File: src/rtl/ecc_scrub_ctrl_if.sv
// rtl/ecc_scrub_ctrl_if.sv - scrub write-back port between scrub controller and memory
interface ecc_scrub_ctrl_if #(
    parameter int AW = 16
);
    logic          wr_req;
    logic [AW-1:0] wr_addr;
    logic [38:0]   wr_data;
    logic          wr_ack;

    modport master (output wr_req, output wr_addr, output wr_data, input wr_ack);
    modport slave  (input wr_req, input wr_addr, input wr_data, output wr_ack);
endinterface

File: src/rtl/ecc_scrub_ctrl.sv
// rtl/ecc_scrub_ctrl.sv - SEC scrub write-back, saturating SEC/DED statistics, error log and DED interrupt
module ecc_scrub_ctrl #(
    parameter int AW = 16,
    parameter int CW = 16
) (
    input  logic          clk,
    input  logic          rst,
    input  logic          scrub_en,
    input  logic          rd_valid,
    input  logic [AW-1:0] rd_addr,
    input  logic [31:0]   dec_dout,
    input  logic [6:0]    dec_ecc_out,
    input  logic          single_ecc_error,
    input  logic          double_ecc_error,
    input  logic          clr_stats,
    ecc_scrub_ctrl_if.master wr,
    output logic [CW-1:0] sec_count,
    output logic [CW-1:0] ded_count,
    output logic [CW-1:0] drop_count,
    output logic          log_valid,
    output logic [AW-1:0] log_addr,
    output logic          log_ded,
    output logic          ded_irq
);
    typedef enum logic {IDLE, REQ} state_t;

    state_t        state_q;
    logic          wr_req_q;
    logic [AW-1:0] wr_addr_q;
    logic [38:0]   wr_data_q;
    logic [CW-1:0] sec_cnt_q, ded_cnt_q, drop_cnt_q;
    logic [CW-1:0] sec_cnt_d, ded_cnt_d, drop_cnt_d;
    logic          log_valid_q, log_ded_q, ded_irq_q;
    logic [AW-1:0] log_addr_q;

    logic ded_ev, sec_ev, scrub_ev, hs, drop_ev;

    assign ded_ev   = rd_valid & double_ecc_error;
    assign sec_ev   = rd_valid & single_ecc_error & ~double_ecc_error;
    assign scrub_ev = sec_ev & scrub_en;
    assign hs       = (state_q == REQ) & wr.wr_ack;
    assign drop_ev  = scrub_ev & (state_q == REQ) & ~wr.wr_ack;

    function automatic logic [CW-1:0] sat_inc(input logic [CW-1:0] v);
        return (&v) ? v : v + CW'(1);
    endfunction

    // Clear takes effect first so a coincident event lands on a zeroed counter.
    always_comb begin
        sec_cnt_d  = clr_stats ? '0 : sec_cnt_q;
        ded_cnt_d  = clr_stats ? '0 : ded_cnt_q;
        drop_cnt_d = clr_stats ? '0 : drop_cnt_q;
        if (sec_ev)  sec_cnt_d  = sat_inc(sec_cnt_d);
        if (ded_ev)  ded_cnt_d  = sat_inc(ded_cnt_d);
        if (drop_ev) drop_cnt_d = sat_inc(drop_cnt_d);
    end

    always_ff @(posedge clk) begin
        if (rst) begin
            state_q   <= IDLE;
            wr_req_q  <= 1'b0;
            wr_addr_q <= '0;
            wr_data_q <= '0;
        end else begin
            case (state_q)
                IDLE: begin
                    if (scrub_ev) begin
                        state_q   <= REQ;
                        wr_req_q  <= 1'b1;
                        wr_addr_q <= rd_addr;
                        wr_data_q <= {dec_ecc_out, dec_dout};
                    end
                end
                REQ: begin
                    // A SEC arriving on the handshake cycle chains straight into the next write.
                    if (hs) begin
                        if (scrub_ev) begin
                            wr_addr_q <= rd_addr;
                            wr_data_q <= {dec_ecc_out, dec_dout};
                        end else begin
                            state_q  <= IDLE;
                            wr_req_q <= 1'b0;
                        end
                    end
                end
                default: begin
                    state_q  <= IDLE;
                    wr_req_q <= 1'b0;
                end
            endcase
        end
    end

    always_ff @(posedge clk) begin
        if (rst) begin
            sec_cnt_q   <= '0;
            ded_cnt_q   <= '0;
            drop_cnt_q  <= '0;
            log_valid_q <= 1'b0;
            log_addr_q  <= '0;
            log_ded_q   <= 1'b0;
            ded_irq_q   <= 1'b0;
        end else begin
            sec_cnt_q  <= sec_cnt_d;
            ded_cnt_q  <= ded_cnt_d;
            drop_cnt_q <= drop_cnt_d;
            ded_irq_q  <= ded_ev;
            if (sec_ev || ded_ev) begin
                log_valid_q <= 1'b1;
                log_addr_q  <= rd_addr;
                log_ded_q   <= ded_ev;
            end else if (clr_stats) begin
                log_valid_q <= 1'b0;
                log_addr_q  <= '0;
                log_ded_q   <= 1'b0;
            end
        end
    end

    assign wr.wr_req   = wr_req_q;
    assign wr.wr_addr  = wr_addr_q;
    assign wr.wr_data  = wr_data_q;
    assign sec_count   = sec_cnt_q;
    assign ded_count   = ded_cnt_q;
    assign drop_count  = drop_cnt_q;
    assign log_valid   = log_valid_q;
    assign log_addr    = log_addr_q;
    assign log_ded     = log_ded_q;
    assign ded_irq     = ded_irq_q;
endmodule

File: src/flat_wrapper.sv
// flat-port wrapper written by rule: the top's interface ports become plain ports
module ecc_scrub_ctrl_flat 
#(
    parameter int AW = 16,
    parameter int CW = 16
)
  (clk, rst, scrub_en, rd_valid, rd_addr, dec_dout, dec_ecc_out, single_ecc_error, double_ecc_error, clr_stats, sec_count, ded_count, drop_count, log_valid, log_addr, log_ded, ded_irq, wr_wr_req, wr_wr_addr, wr_wr_data, wr_wr_ack);
  ecc_scrub_ctrl_if #(.AW(AW)) wr_i ();
  input  logic clk;
  input  logic rst;
  input  logic scrub_en;
  input  logic rd_valid;
  input  logic [AW-1:0] rd_addr;
  input  logic [31:0] dec_dout;
  input  logic [6:0] dec_ecc_out;
  input  logic single_ecc_error;
  input  logic double_ecc_error;
  input  logic clr_stats;
  output logic [CW-1:0] sec_count;
  output logic [CW-1:0] ded_count;
  output logic [CW-1:0] drop_count;
  output logic log_valid;
  output logic [AW-1:0] log_addr;
  output logic log_ded;
  output logic ded_irq;
  output wire logic [$bits(wr_i.wr_req)-1:0] wr_wr_req;
  output wire logic [$bits(wr_i.wr_addr)-1:0] wr_wr_addr;
  output wire logic [$bits(wr_i.wr_data)-1:0] wr_wr_data;
  input wire logic [$bits(wr_i.wr_ack)-1:0] wr_wr_ack;
  assign wr_wr_req = wr_i.wr_req;
  assign wr_wr_addr = wr_i.wr_addr;
  assign wr_wr_data = wr_i.wr_data;
  assign wr_i.wr_ack = wr_wr_ack;
  ecc_scrub_ctrl #(.AW(AW), .CW(CW)) u_core (.clk(clk), .rst(rst), .scrub_en(scrub_en), .rd_valid(rd_valid), .rd_addr(rd_addr), .dec_dout(dec_dout), .dec_ecc_out(dec_ecc_out), .single_ecc_error(single_ecc_error), .double_ecc_error(double_ecc_error), .clr_stats(clr_stats), .wr(wr_i), .sec_count(sec_count), .ded_count(ded_count), .drop_count(drop_count), .log_valid(log_valid), .log_addr(log_addr), .log_ded(log_ded), .ded_irq(ded_irq));
endmodule
File: config.mk
export PLATFORM = sky130hd
export DESIGN_NAME = ecc_scrub_ctrl_flat
export DESIGN_NICKNAME = d
export VERILOG_FILES = /design/src/rtl/ecc_scrub_ctrl_if.sv /design/src/rtl/ecc_scrub_ctrl.sv /design/src/flat_wrapper.sv
export SDC_FILE = /design/constraint.sdc
export NUM_CORES = 1
export LEC_CHECK = 0
export CAP_MARGIN = 20
export CELL_PAD_IN_SITES_DETAIL_PLACEMENT = 1
export CELL_PAD_IN_SITES_GLOBAL_PLACEMENT = 2
export CORE_MARGIN = 1
export CORE_UTILIZATION = 23
export DETAILED_ROUTE_END_ITERATION = 8
export PLACE_DENSITY_LB_ADDON = 0.1
export SLEW_MARGIN = 0
export SYNTH_ARGS = -nofsm -noshare
export SYNTH_HDL_FRONTEND = slang
export SYNTH_SLANG_ARGS = --single-unit
File: constraint.sdc
create_clock -name clk -period 2.58 [get_ports clk]
set_input_delay 0.645 -clock clk [delete_from_list [all_inputs] [get_ports clk]]
set_output_delay 0.645 -clock clk [all_outputs]
set_load 0.02 [all_outputs]
==> flow_summary.json <==
{
  "ant_nets": 0,
  "area_growth_pct": 57.2,
  "start_util": 0.236,
  "fmax_mhz": 421,
  "hold_buffers": 0,
  "die_w_um": 155,
  "yosysTopAreaCell": "dfxtp_1",
  "cts_sinks": 124,
  "skew_ps": 9.88,
  "fp.dieH_um": 155,
  "coreArea_sq_mm": 0.0227,
  "syn-num-nets": 720,
  "clock_latency_ps": 410,
  "row_count": 55,
  "final_cells": 1156,
  "wl_per_cell_um": 16.4,
  "netlist.area_leader.share": 0.464,
  "path_max_fanout": 5,
  "crit_arrival_ps": 2660,
  "synth_warnings": 0,
  "nFillCells": 2643,
  "grt_use_total": 0.161,
  "drc": 0,
  "worstPathRequired_ps": 2860,
  "syn_inst": 653,
  "cp-start-kind": "primary input",
  "ys_ff_latch": 124,
  "cts_inserted_buffers": 17,
  "grt_pass1_wl_um": 29900,
  "cts_tree": "done",
  "synth-main-ff-cell": "dfxtp_1",
  "grt_pass1_vias": 5674,
  "hp-class": "reg -> reg",
  "synth_seq_area_share": 0.464,
  "timing.final.crit_share": 0.920,
  "final_max_slew_viol_count": 0,
  "hold_violations": 0,
  "syn_area_sq_mm": 0.00535,
  "drt_pass1_iterations": 4,
  "post_cts_resized": 0,
  "gp_congestion": 0.802,
  "endpoint_kind": "flip-flop",
  "post-place-cells": 1124,
  "clk_pin_slew_ps": 60,
  "timing.final.crit_period_ps": 2370,
  "hold_slack_ps": 455,
  "final_util": 0.370,
  "die_area_sq_mm": 0.0239,
  "io_pins": 186,
  "antenna_found_initial": 0,
  "tns_ps": 0,
  "synth_edf_count": 0,
  "drive_gt1_frac": 0.109,
  "synthTopCellsByArea": "dfxtp_1, nand2_1, a21oi_1",
  "grt.overflow.total": 0,
  "max_slew.worst_pin.slew_ps": 558,
  "vias_per_cell": 4.69,
  "htreeDepth": 4,
  "cts_setup_buffers": 0,
  "leakage_nw": 2.97,
  "status": "finished, final reports clean",
  "hpwlAfterDp_um": 13400,
  "portBuffers": 185,
  "routed_wl_um": 18900,
  "cts-root-buf": "clkbuf_16",
  "async_flop_share": 0,
  "setup_viol": 0,
  "critPathKind": "in -> reg",
  "grt_max_degree": 110,
  "clockBufferDepth": 2,
  "slew_headroom": 0.628,
  "timing.max_cap.violations": 0,
  "synth_area_per_cell_sq_um": 8.19,
  "power.density_mw_per_mm2": 590,
  "vias": 5417,
  "vdd_ir_drop_max_mv": 0.397,
  "nets": 925,
  "rsz0062_at_grt": "false",
  "diodes": 0,
  "drtIter0Drc": 222,
  "synth_cell_types": 51
}
==> through the flow <==
step	setup WS [ps]	power (mW)	cell area (sq um)
after global placement	-204	2.41	7780
after global routing	63.8	5.16	8410
after detailed placement	-274	2.42	7780
after floorplan	16.0	2.17	5360
after CTS	163	5.05	8410
final	207	4.96	8410
==> flip-flops by register name, summed over array words and instances (netlist names) <==
register           cells
u_core.wr.wr_data     39
u_core.ded_count      16
u_core.drop_count     16
u_core.log_addr       16
u_core.sec_count      16
u_core.wr.wr_addr     16
u_core.ded_irq         1
u_core.log_ded         1
u_core.log_valid       1
u_core.state_q         1
u_core.wr.wr_req       1
==> where the power goes <==
part           switching, mW  internal (mW)  leakage [nW]  total, mW
registers             0.0189           1.95          1.00       1.97
clock network          0.918           1.67         0.301       2.59
logic                  0.202          0.200          1.66      0.403
==> final timing paths <==
| kind | start | endpoint | slack (ps) | cells after the start |
|---|---|---|---|---|
| max reg2reg | u_core.ded_count[0] | u_core.ded_count[2] | 510 | 8 |
| min | u_core.wr.wr_data[5] | u_core.wr.wr_data[5] | 450 | 2 |
| max | double_ecc_error | u_core.drop_count[9] | 210 | 11 |
| min reg2reg | u_core.wr.wr_data[5] | u_core.wr.wr_data[5] | 450 | 2 |
==> cell type report <==
cell class                      instances  area [sq um]  area share
Clock buffer                           22           464      0.0552
Clock inverter                         10           163      0.0193
Inverter                                7          26.3     0.00312
Multi-Input combinational cell        479          2680       0.319
Sequential cell                       124          2480       0.295
Tap cell                              285           357      0.0424
Timing Repair Buffer                  229          2240       0.266
==> layout by cell type, fill, tap and decap left out, types with 5 or more instances in the layout <==
cell / Yosys / routed
dfxtp_1: 124 / 124
buf_4: 0 / 40
and3_1: 10 / 9
buf_12: 0 / 5
xnor2_1: 25 / 25
and4_1: 6 / 6
o21ai_0: 7 / 7
clkbuf_16: 0 / 17
nor3b_1: 18 / 17
clkdlybuf4s50_1: 0 / 183
nor2b_1: 22 / 22
a211oi_1: 6 / 6
nand2_1: 133 / 133
inv_1: 7 / 7
a21oi_1: 92 / 92
xor2_1: 5 / 5
and2_1: 7 / 7
nand4_1: 14 / 14
nand3_1: 19 / 18
nor2_1: 58 / 58
==> cell families after synthesis <==
family,share of synthesized area
AOI/OAI and AO/OA,0.142
xor gates and xnor gates,0.0491
and+or+nand+nor,0.294
muxes,0.00561
buffers and inverters,0.0367
DFF,0.464
adders and majority gates,0.00936
==> worst max-delay path: stages <==
cell and delay [ps]:
clkdlybuf4s50_1 420, and3b_1 290, nand2_1 90, inv_1 60, ha_1 120, nor2b_1 120, buf_4 130, nand4_1 220
a211oi_1 350, xnor2_1 150, nor2_1 50
==> routing by layer <==
metal	global-route usage	share of wire
met1	0.186	0.44
met2	0.264	0.47
met3	0.0737	0.085
met4	0.0453	0.010
met5	0	0
==> cells in the mapped netlist (2+ instances only) <==
master,n
a31o_2,3
or4_1,4
nand4_1,14
inv_1,7
and2_1,7
nor3b_1,18
a2111oi_2,3
and3b_1,2
or2_2,2
a31oi_1,3
a311oi_1,2
nor2_1,58
o21ai_0,7
dfxtp_1,124
buf_1,6
a211oi_1,6
o2111ai_1,2
a21oi_1,92
xor2_1,5
mux2i_1,3
and4b_1,3
nor2b_1,22
ha_1,4
clkbuf_1,30
xnor2_1,25
nand3_1,19
or3_1,2
o211ai_1,2
and4_1,6
a2111oi_0,3
nand3b_1,2
nand2_1,133
nand2b_1,2
buf_2,6
and3_1,10
(Power assumes the default switching activity.)
